<file path="src/rtl/serializador_registrador.sv">
// -----------------------------------------------------------------------------
// serializador_registrador
//
// Parallel-in/serial-out reader for the ALU result register. A word is taken
// from the register side with a load handshake, then shifted out LSB-first,
// one bit per accepted transfer on the serial valid/ready handshake. A
// one-cycle fim pulse follows the last transferred bit.
//
// Optional feature (compile-time macro SERIAL_PARIDADE_EN):
//   When defined, an even parity bit (XOR of the loaded word) is sent as an
//   extra bit after the data, so the word on the wire is LARGURA+1 bits long.
//
// Parameters:
//   LARGURA       data word width in bits (>= 2)
//
// Ports:
//   clk           single clock, all state updates on the rising edge
//   reset         synchronous, active-high reset
//   dado_in       parallel word to serialize
//   carga         load request; word taken when carga && pronto_carga
//   pronto_carga  block idle, a new word can be loaded
//   saida_serial  current serial bit
//   saida_valida  saida_serial holds a valid bit
//   saida_pronta  consumer ready; bit transferred when saida_valida && saida_pronta
//   fim           one-cycle pulse after the last bit has transferred
//
// All outputs are decoded from registered state; carga and saida_pronta only
// steer the next state, never an output in the same cycle.
// -----------------------------------------------------------------------------
module serializador_registrador #(
  parameter int LARGURA = 8
) (
  input  logic               clk,
  input  logic               reset,
  input  logic [LARGURA-1:0] dado_in,
  input  logic               carga,
  output logic               pronto_carga,
  output logic               saida_serial,
  output logic               saida_valida,
  input  logic               saida_pronta,
  output logic               fim
);

  localparam int               CW     = (LARGURA > 1) ? $clog2(LARGURA) : 1;
  localparam logic [CW-1:0]    ULTIMO = CW'(LARGURA - 1);

  typedef enum logic [1:0] {
    OCIOSO,
    DESLOCANDO,
    FIM
`ifdef SERIAL_PARIDADE_EN
    ,
    PARIDADE
`endif
  } estado_t;

  estado_t            estado;
  estado_t            proximo;
  logic [LARGURA-1:0] shift_reg;
  logic [CW-1:0]      contador;
  logic               carregar;
  logic               deslocar;
`ifdef SERIAL_PARIDADE_EN
  logic               paridade;
`endif

  // Handshake qualifiers: a load only counts while idle, a shift only while
  // data bits are being presented.
  assign carregar = (estado == OCIOSO) && carga;
  assign deslocar = (estado == DESLOCANDO) && saida_pronta;

  // NOTE: sequential state is written with non-blocking (<=) assignments so
  // every register samples the pre-edge values, independent of block order.
  always_ff @(posedge clk) begin
    if (reset) begin
      estado <= OCIOSO;
    end else begin
      estado <= proximo;
    end
  end

  // NOTE: the shift register is a plain data register, but it is still reset
  // so an aborted word never leaks stale bits onto saida_serial.
  always_ff @(posedge clk) begin
    if (reset) begin
      shift_reg <= '0;
      contador  <= '0;
`ifdef SERIAL_PARIDADE_EN
      paridade  <= 1'b0;
`endif
    end else if (carregar) begin
      shift_reg <= dado_in;
      contador  <= '0;
`ifdef SERIAL_PARIDADE_EN
      paridade  <= ^dado_in;
`endif
    end else if (deslocar) begin
      shift_reg <= {1'b0, shift_reg[LARGURA-1:1]};
      contador  <= (contador == ULTIMO) ? '0 : contador + 1'b1;
    end
  end

  // NOTE: every signal driven here gets a default first, so no path through
  // the case statement can leave one unassigned and infer a latch.
  always_comb begin
    proximo      = estado;
    pronto_carga = 1'b0;
    saida_valida = 1'b0;
    saida_serial = 1'b0;
    fim          = 1'b0;
    case (estado)
      OCIOSO: begin
        pronto_carga = 1'b1;
        if (carga) proximo = DESLOCANDO;
      end
      DESLOCANDO: begin
        saida_valida = 1'b1;
        saida_serial = shift_reg[0];
        if (saida_pronta && (contador == ULTIMO)) begin
`ifdef SERIAL_PARIDADE_EN
          proximo = PARIDADE;
`else
          proximo = FIM;
`endif
        end
      end
`ifdef SERIAL_PARIDADE_EN
      PARIDADE: begin
        saida_valida = 1'b1;
        saida_serial = paridade;
        if (saida_pronta) proximo = FIM;
      end
`endif
      FIM: begin
        fim     = 1'b1;
        proximo = OCIOSO;
      end
      default: proximo = OCIOSO;
    endcase
  end

endmodule
</file>
<file path="config.mk">
export PLATFORM = sky130hd
export DESIGN_NAME = serializador_registrador
export DESIGN_NICKNAME = d
export VERILOG_FILES = /design/src/rtl/serializador_registrador.sv
export SDC_FILE = /design/constraint.sdc
export NUM_CORES = 1
export LEC_CHECK = 0
export CAP_MARGIN = 5
export CORE_AREA = 2 2 39 41
export DETAILED_ROUTE_END_ITERATION = 10
export DIE_AREA = 0 0 41 43
export DONT_BUFFER_PORTS = 1
export PLACE_DENSITY = 0.63
export SETUP_SLACK_MARGIN = 0.15
export SYNTH_ARGS = -nofsm -noshare
export SYNTH_HDL_FRONTEND = slang
export SYNTH_SLANG_ARGS = --single-unit
</file>
<file path="constraint.sdc">
create_clock -name clk -period 1.37 [get_ports clk]
set_input_delay 0.2055 -clock clk [delete_from_list [all_inputs] [get_ports clk]]
set_output_delay 0.2055 -clock clk [all_outputs]
set_load 0.01 [all_outputs]
</file>
Word level (Yosys, flattened, before mapping) --
Cells that the tools add are included.
Word-level totals: logic and storage cells 26, bits of input ports 12, memories 0, output and inout port bits 4, bits in writable memories 0, latch bits 0, memory bits (read-only) 0, register bits 13
Operators by class: equal/unequal tests 5, div/mod/pow operators 0, $add $sub $neg 1, reductions and logical operators 7, muxes and demuxes 10, order comparisons 0, shift-type cells 0, bitwise logic cells 0, multipliers 0
Operator list (count):
- two-way mux 8 bit | 2
- two-way mux 1 bit | 4
- two-way mux 2 bit | 2
- case mux 2 bit (2 select lines) | 1
- adder 3 x 1 -> 3 bit (second input constant) | 1
- == test 3 bit (second input constant) | 1
- logical AND 1 bit | 3
- two-way mux 3 bit | 1
- == test 2 x 1 -> 1 bit (second input constant) | 1
- == test 2 bit (second input constant) | 1
- zero test 2 bit | 1
- != test 2 x 1 -> 1 bit (second input constant) | 1
- != test 2 bit (second input constant) | 1
- AND reduction 2 bit | 1
- nonzero test 2 bit | 1
- OR reduction 2 bit | 1

Longest topological paths before layout --
Gate-level depths: netlist (run 1).
depth after elaboration 4, mapped depth 5, gate-level depth less buffers 5

Worst setup path after synthesis (run 1) --
Ideal clock, no wire load.
path kind reg-to-reg, start register contador[0], end register contador[0], data required time 1291 ps, cell stages (with the launch flop) 5, arrival time 1180 ps, clock period less this slack 1259 ps, library setup time 79 ps, slack 111 ps, buffers on the path 0, cells stage by stage dfxtp_1 ha_1 ha_1 or3_1 a211oi_2
On the way: word-level cells in the longest chain between the ends 2, elaborated cells between the ends (all ways) 3, classes of those cells add/sub (1); eq/ne (1); mux (1)
RTL lines:
- from (decl) | line 60 | logic [CW-1:0] contador;
- from (signal assigned) | line 99 | contador <= (contador == ULTIMO) ? '0 : contador + 1'b1;
- adder 3 x 1 -> 3 bit or == test 3 bit (tied branches) | line 99
- two-way mux 3 bit * | line 99
Mark *: on every way between the ends. The rest lies on a longest branch, timed or not. A chain may end at the register's enable or synchronous reset.

Worst setup path after layout (run 1) --
start register estado[1], end output port saida_serial
On the way: word-level cells in the longest chain between the ends 2
RTL lines:
- from (decl) | line 57 | estado_t estado;
- from (signal assigned) | line 78 | estado <= proximo;
- == test 2 x 1 -> 1 bit | line 111 | case (estado)
- two-way mux 1 bit | line 111
- to (decl) | line 38 | output logic saida_serial,
No other way between the ends.

==> results of run 1 <==
[worst reg2reg max path: cells and delay by family (launching register included)]
kind / cells / cell delay [ns]
mux: 1 / 0.20
flops: 1 / 0.36
buf+inv: 2 / 0.24
simple gates: 2 / 0.30
[final cells by class]
class,count,area (sq um)
clock buffer,4,26.3
fill,130,574
multi-input combinational,52,414
sequential,13,268
tap,16,20.0
timing repair buffer,9,81.3
[power by group]
| part | switching, uW | total, uW | internal, uW |
|---|---|---|---|
| Sequential | 16.0 | 417 | 401 |
| Combinational | 72.4 | 137 | 65.0 |
| Clock | 125 | 237 | 113 |
[per-layer routing]
layer | global-route usage [%] | up-vias | routed length, um
met2 | 21.3 | 8 | 582
met5 | 0 | - | 0
li1 | - | 259 | -
met4 | 10.0 | 0 | 5
met1 | 22.1 | 232 | 558
met3 | 3.66 | 2 | 57
[cell families (layout without fill, tap and decap cells)]
| logic type | after synthesis | in the layout | synth area share [%] |
|---|---|---|---|
| buffers and inverters | 5 | 13 | 6.28 |
| adder cells (fa/ha/maj) | 2 | 2 | 3.70 |
| flip-flops | 13 | 13 | 38.4 |
| multiplexers | 2 | 2 | 2.96 |
| AO/OA/AOI/OAI | 17 | 17 | 21.4 |
| AND/OR/NAND/NOR | 31 | 31 | 27.2 |
[cells in the final DEF (no fill, tap or decap), types with 3 or more instances in the layout]
master	n
nor2_2	7
a211oi_2	8
clkbuf_4	3
buf_6	3
dfxtp_1	9
dfxtp_2	3
buf_4	5
nand2_1	10
a21oi_1	8
[stage by stage]
step / setup WS [ns] / hold WS [ns] / util (%) / power (uW) / area [sq um]
6_report: 0.109 / 0.0602 / 58.5 / 791 / 810
3_3_place_gp: 0.0955 / 0.272 / 49.5 / 536 / 684
3_5_place_dp: 0.0802 / 0.274 / 49.5 / 539 / 684
5_1_grt: 0.0764 / 0.0484 / 58.5 / 838 / 810
4_1_cts: 0.0974 / 0.0503 / 56.6 / 793 / 783
2_1_floorplan: 0.150 / 0.278 / - / 531 / 677
[worst paths after layout]
kind	startpoint	endpoint	slack, ns	depth (start not counted)
worst min register to register	shift_reg[2]$_SDFFE_PP0P_	shift_reg[2]$_SDFFE_PP0P_	0.47	2
worst min-delay path	dado_in[7]	shift_reg[7]$_SDFFE_PP0P_	0.06	2
worst max-delay path	estado[1]$_SDFFE_PP0P_	saida_serial	0.11	2
worst max register to register	estado[1]$_SDFFE_PP0P_	contador[2]$_SDFFE_PP0P_	0.13	5
[repair_timing]
item / CTS / global route
hold endpoints to repair: 13 / 0
buffers inserted: 3 / 1
endpoints found under the setup margin: 10 / 11
resized for setup: 11 / 6
hold buffers: 1 / 0
pin swaps: 1 / 0
==> reports/qor.csv, run 1 <==
stage,metric,value,unit
sta,period utilisation layout,92.0,%
floorplan,Core Rows,14,
finish,share of cells above drive strength 1,52.6,%
yosys,Synth Register Bits,13,
setup_path,Crit Path Class,reg -> out,
floorplan,Core ar.,1380,sq um
detailed_routing,DRT iter0 DRCs,8,
detailed_routing,vias per cell,5.33,
status,run status,finished clean,
flow_run,Max-cap violations,0,
sta,"Hold Vio Cnt, Final",0,
yosys,synth warn,0,
global_routing,first-pass GRT wire length,1.87,mm
clock_tree,"Clk pin slew, worst setup/hold paths",0.08,ns
yosys,cell taking the most area after synthesis,dfxtp_1,
sta,setup TNS,0,ns
clock_tree,worst-case clock buffer depth,2,
clock_tree,clock sink total,13,
detailed_routing,Residual DRC,0,
floorplan,DIE AREA,1760,sq um
sta,fmax,793,MHz
place,# port buffers,0,
setup_path,Max Fanout on Critical Path,6,
detailed_routing,routed vias,501,
setup_path,"Largest delay share family, worst path",simple AND/OR/NAND/NOR gates,
yosys,Synth top cells by count,"13 x dfxtp_1, 10 x nand2_1, 9 x a21oi_1",
yosys,count of cell types in the netlist,22,
clock_tree,root buf cell,clkbuf_4,
clock_tree,Num CTS Buffers,3,
setup_path,CP peak stage delay,0.36,ns
global_routing,initial antenna violation count,0,
setup_path,CP Buf/Inv Count,0,
yosys,Async SR Flop Fraction,0,%
sta,crit path time final,1.26,ns
sta,worst slew pin tran,0.665,ns
yosys,Post-Syn Area per Cell,9.67,sq um
yosys,"count leader, synth",dfxtp_1,
place,placer congestion estimate,0.702,
global_routing,gr ovfl total,0,
place,DP Cell Count,85,
finish,area grow syn2layout,19.6,%
finish,Layout Cells excl Fill,94,
clock_tree,TritonCTS clock tree,built,
yosys,post-synth top area share,38.4,%
pwr,worst vdd ir,0.503,mV
global_routing,largest net degree at the start of global routing,14,
detailed_routing,post-route ant nets,0,
setup_path,"Req. time, crit path",1.16,ns
setup_path,startpoint type of the worst setup path,flop,
floorplan,I/O Pins,16,
floorplan,Starting Density,48.9,%
sta,Fin Clk Skew,0.00114,ns
global_routing,gr usage total,15.9,%
floorplan,die width,41,um
setup_path,worst path cell trace,"and2b_2, and2_4",
sta,"Setup violations, final",0,
yosys,cells after synthesis,70,
finish,nets,93,
yosys,Post-Syn Area,677,sq um
finish,ANT cells,0,
sta,fin. max-slew vios,0,
pwr,static leakage power,0.000292,uW
global_routing,vias in the first global route,437,
detailed_routing,Post-Route WL,1.20,mm
yosys,"EDFF count, synth",0,
yosys,synth top area cells,"dfxtp_1 38%, a211oi_2 15%, a21oi_1 6.7%, nor2_2 6.5%, nand2_1 5.5%",
clock_tree,Skew-Pair Late Insertion Delay,0.27,ns
sta,RSZ-0062 raised after global routing,true,
setup_path,WP data arrival,1.06,ns
yosys,Mapped Nets,84,
pwr,Pwr Density,977,nW/um^2
detailed_routing,routed length per placed instance,12.8,um
sta,Relative slew margins,55.5,%
floorplan,die height,43,um
setup_path,crit path max-delay cell type,dfxtp_4,
worst_hold_path,Hold Crit Class,in -> reg,
clock_tree,number of H-tree levels,1,
yosys,Synth Flop Type,dfxtp_1,
yosys,sequential area share after synthesis,38.4,%
detailed_routing,DRT Pass-1 Iters,3,
place,hpwl dp,843,um
setup_path,CP endpoint kind,primary output,
finish,number of flip-flops under the largest register name,8,
Note: power is estimated with default switching activity, not from simulation.
==> run 2: changes to the inputs <==
- CORE_AREA: 2 2 39 41 -> not set
- CORE_UTILIZATION: not set -> 52
- DIE_AREA: 0 0 41 43 -> not set
- PLACE_DENSITY: 0.63 -> 0.67
- clock period: 1.37 -> 1.1 ns (I/O delays scaled with it)
==> run 2 against run 1 <==
The flow now finishes with violations (setup timing). Sequential share of layout area fell by 6.6 points. First-iteration DRC count fell by 75%. Clock skew up 0.0024 ns. Die area shrank 18%. Register-to-register slack got worse by 0.33 ns. Sequential power rose by 26%. Cell area up 24%. Setup slack got worse by 0.31 ns. Power is 37% higher. Largest power group unchanged. Highest routed layer is now met3.
==> reports/qor.csv, run 2 (synthesized netlist as in run 1, its figures left out) <==
stage,metric,value,unit
detailed_routing,post-route ant nets,0,
global_routing,vias in the first global route,537,
place,# port buffers,0,
finish,"commonest non-fill, non-tap cell in the layout",nand2_1,
worst_hold_path,Hold Crit Class,in -> reg,
finish,Layout Cells excl Fill,99,
global_routing,gr usage total,25.7,%
sta,fin. max-slew vios,0,
sta,period utilisation layout,119,%
clock_tree,TritonCTS clock tree,built,
setup_path,Max Fanout on Critical Path,4,
finish,share of cells above drive strength 1,65.9,%
clock_tree,root buf cell,clkbuf_4,
detailed_routing,Post-Route WL,1.60,mm
clock_tree,number of H-tree levels,1,
floorplan,DIE AREA,1450,sq um
pwr,static leakage power,0.000364,uW
floorplan,Starting Density,58.5,%
setup_path,cells on worst reg2reg path,5,
floorplan,die height,38.1,um
setup_path,startpoint type of the worst setup path,flop,
floorplan,Core Rows,12,
detailed_routing,routed length per placed instance,16.2,um
status,failing checks,setup timing,
global_routing,GRT busiest layer,met2,
global_routing,largest net degree at the start of global routing,14,
clock_tree,Num CTS Buffers,3,
global_routing,met3 GRT Util,8.14,%
finish,register area,265,sq um
sta,RSZ-0062 raised after global routing,true,
sta,fmax,767,MHz
detailed_routing,DRT Pass-1 Iters,4,
sta,worst slew pin tran,0.688,ns
finish,number of flip-flops under the largest register name,8,
pwr,worst vdd ir,0.713,mV
setup_path,WP data arrival,1.44,ns
worst_hold_path,hold path start,dado_in[7],
detailed_routing,Residual DRC,0,
sta,"Setup violations, final",16,
status,run status,finished with violations,
sta,Fin Clk Skew,0.00352,ns
clock_tree,clock sink total,13,
finish,nets,100,
floorplan,I/O Pins,16,
sta,"Hold Vio Cnt, Final",0,
global_routing,met1 global-route usage,28.5,%
clock_tree,Skew-Pair Late Insertion Delay,0.27,ns
sta,crit path time final,1.30,ns
setup_path,worst r2r dst,contador[1]$_SDFFE_PP0P_,
detailed_routing,DRT iter0 DRCs,2,
place,DP Cell Count,89,
place,pre-CTS WS,-0.130,ns
setup_path,r2r setup slk,-0.20,ns
detailed_routing,vias per cell,5.61,
sta,Relative slew margins,54.1,%
setup_path,Crit Path Class,reg -> reg,
pwr,Pwr Density,1080,nW/um^2
global_routing,gr ovfl total,0,
flow_run,Max-cap violations,0,
setup_path,CP endpoint kind,flop,
global_routing,met2 GRT Util,44.5,%
worst_hold_path,Worst Hold Endpoint,shift_reg[7]$_SDFFE_PP0P_,
setup_path,reg-to-reg startpoint,estado[0]$_SDFFE_PP0P_,
finish,Filler cells,63,
place,placer congestion estimate,0.660,
clock_tree,worst-case clock buffer depth,2,
finish,ANT cells,0,
global_routing,first-pass GRT wire length,2.42,mm
finish,most frequent cells in the layout,"10 x nand2_1, 9 x dfxtp_1, 8 x nor2_4, 8 x a211oi_2, 7 x buf_4",
place,hpwl dp,909,um
setup_path,"Req. time, crit path",1.23,ns
worst_hold_path,Hold Path Depth,2,
clock_tree,"Clk pin slew, worst setup/hold paths",0.08,ns
floorplan,die width,38.1,um
global_routing,initial antenna violation count,0,
detailed_routing,routed vias,555,
finish,area grow syn2layout,48.1,%
floorplan,Core ar.,1160,sq um
sta,fin worst setup slack,-0.204,ns
finish,multi-input logic area,507,sq um
-- run 2: changes by cell type in the layout (fill, tap and decap cells not counted), moves of 2 or more --
cell	before	now
nor2_4	0	8
a21oi_1	8	1
nor2_2	7	0
a21oi_2	1	5
a21oi_4	0	3
buf_12	0	2
buf_4	5	7
buf_6	3	5
-- run 2: repair_timing --
item | 4_1_cts | 5_1_grt
pin swaps | 4 | 7
endpoints found under the setup margin | 17 | 17
gates resized for setup | 20 | 9
gates cloned | 1 | 0
setup buffers | 3 | 1
hold endpoints to repair | 13 | 0
hold buffers | 1 | 0
-- run 2: power breakdown --
part / switching (uW) / internal (uW) / leakage (uW)
Combinational: 130 / 137 / 0.000240
Clock: 151 / 140 / 0.0000150
Sequential: 24.4 / 502 / 0.000109
Total: 306 / 779 / 0.000364
-- run 2: cell type report --
cell class	instances	area share (%)
Timing Repair Buffer	16	18.6
Tap cell	14	1.75
Sequential cell	13	26.5
Clock buffer	4	2.62
Multi-Input combinational cell	52	50.6
-- run 2: worst max-delay path, cell delays in order, from the launching register on --
cell and delay [ns]:
dfxtp_2 0.36, buf_6 0.11, and3b_2 0.25, clkbuf_16 0.17, mux2i_1 0.21, nor3_1 0.07
-- run 2: metrics by stage --
step                      util, %  area [sq um]  setup TNS [ns]  hold slack [ns]  power, uW
final                        86.7          1000           -1.94           0.0243       1090
after global routing         86.7          1000           -2.61           0.0497       1140
after CTS                    82.7           956           -1.69           0.0112       1080
after detailed placement     68.7           795          -0.562            0.233        718
after global placement       68.7           795          -0.347            0.232        713
after floorplan                 -           719          -0.312            0.234        674
-- run 2: per-layer routing --
layer  wire [um]  part of all wire [%]  vias to the layer above
met3          55                   3.4                        0
met1         656                    41                      268
met4           0                     0                        0
li1            -                     -                      274
met5           0                     0                        -
met2         886                    55                       13
-- run 2: worst max-delay path by stage --
stage	end	start	depth (start not counted)
finish	contador[1]$_SDFFE_PP0P_	estado[0]$_SDFFE_PP0P_	5
CTS	saida_serial	estado[1]$_SDFFE_PP0P_	3
global placement	contador[0]$_SDFFE_PP0P_	contador[0]$_SDFFE_PP0P_	4
floorplan	contador[0]$_SDFFE_PP0P_	contador[0]$_SDFFE_PP0P_	4
global route	saida_serial	estado[1]$_SDFFE_PP0P_	3
detailed placement	contador[0]$_SDFFE_PP0P_	contador[0]$_SDFFE_PP0P_	4
==> variant (settings of run 1) <==
The option `SERIAL_PARIDADE_EN` is turned on by a define.
--- a/src/rtl/serializador_registrador.sv
+++ b/src/rtl/serializador_registrador.sv
@@ -28,4 +28,6 @@
 // steer the next state, never an output in the same cycle.
 // -----------------------------------------------------------------------------
+`define SERIAL_PARIDADE_EN
+
 module serializador_registrador #(
   parameter int LARGURA = 8
Check against the original RTL: not equivalent (a bounded check fails within 10 cycles, from zero or initial values and one cycle with reset high).
==> variant against run 1 <==
  * Routed wire length increased by 30%
  * Synthesized area rose by 11%
  * Final cell count is 12% higher
  * Power rose by 16%
  * Register-to-register slack gained 0.08 ns
  * First-iteration DRC count grew 88%
  * Clock skew up 0.0069 ns
  * Sequential cell count rose by 1
  * Via count rose by 25%
  * Cell area rose by 6.2%
  * Non-clock buffer count down 3
  * Global-route usage grew 6.9 points
  * Worst setup slack better by 0.038 ns
  * Combinational power up 20%
  * Critical path type unchanged
  * Largest power group unchanged
==> variant: results (changes against run 1) <==
R2R Path End: shift_reg[7]
Clk network pwr share: 0.333 (+0.033)
Reg2Reg Setup Slack: 0.21 ns (+0.08 ns)
post-DR vias/cell: 5.95 (+12%)
outcome: complete, no violations
most instantiated cells after synthesis: 14 x dfxtp_1, 12 x nor2_1, 8 x a211oi_1
filler cell count: 129 (-0.77%)
Comb pwr share: 0.178 (+0.004)
Final Non-Filler Cells: 105 (+12%)
cells on worst reg2reg path: 4 (-1)
placed cells: 97 (+14%)
number of distinct library cells after synthesis: 23 (+4.5%)
GRT Total Usage: 0.228 (+0.0686)
Post-DP HPWL: 1.07 mm (+27%)
routed wl met2: 694 µm (+19%)
Worst R2R Start: estado[0]
arrival time worst endpoint: 1.02 ns (-0.04 ns)
pre-CTS WS: 0.175 ns (+0.0952 ns)
clock skew: 0.00800 ns (+0.00686 ns)
routability cong.: 0.753 (+7.3%)
Pint: 677 µW (+17%)
Skew-Pair Late Insertion Delay: 0.29 ns (+0.02 ns)
DRT met1 WL: 710 µm (+27%)
# nets final: 104 (+12%)
metal3 WL: 122 µm (+110%)
Compound-Gate Fraction of Synth Area: 0.180 (-0.0341)
Crit Path Max Fanout: 7 (+1)
first-pass GRT wire length: 2.67 mm (+43%)
DR pass1 iterations: 4 (+1)
Post-Syn Instances: 85 (+21%)
Power, Total: 920 µW (+16%)
iteration-0 DRC count of the detailed router: 15 (+7)
area of placed instances: 752 µm² (+9.9%)
post-synthesis mux area share: 0.0401 (+0.0105)
Routed WL: 1.57 mm (+30%)
worst slew pin tran: 0.578 ns (-0.0873 ns)
Net Count, Synth: 99 (+18%)
XOR/XNOR Fraction of Synth Area: 0.0818 (+0.0818)
[variant: area by class of cell]
class | instances | area (µm²) | area share
well taps | 16 | 20.0 | 0.0233
repair buffers | 6 | 47.5 | 0.0553
inverters | 2 | 11.3 | 0.0131
clock buffers | 4 | 36.3 | 0.0422
flip-flops and latches | 14 | 285 | 0.332
multi-input cells | 63 | 459 | 0.534
[variant: worst max path at each step]
stage                         start           end  slack [ns]
after floorplan           estado[0]  saida_serial        0.26
after global placement    estado[1]  shift_reg[7]        0.18
after detailed placement  estado[1]  shift_reg[7]        0.18
after CTS                 estado[1]  saida_serial        0.15
after global routing      estado[1]  saida_serial        0.11
final                     estado[1]  saida_serial        0.15
[variant: metrics by stage]
step,utilization,hold WS (ns)
after floorplan,-,0.275
after global placement,0.543,0.277
after detailed placement,0.543,0.280
after CTS,0.615,0.0812
after global routing,0.621,0.101
final,0.621,0.0808
[variant: layer usage]
metal,global-route usage,vias to the layer above
met2,0.306,27
li1,-,304
met4,0.140,0
met5,0,-
met3,0.0419,4
met1,0.322,290
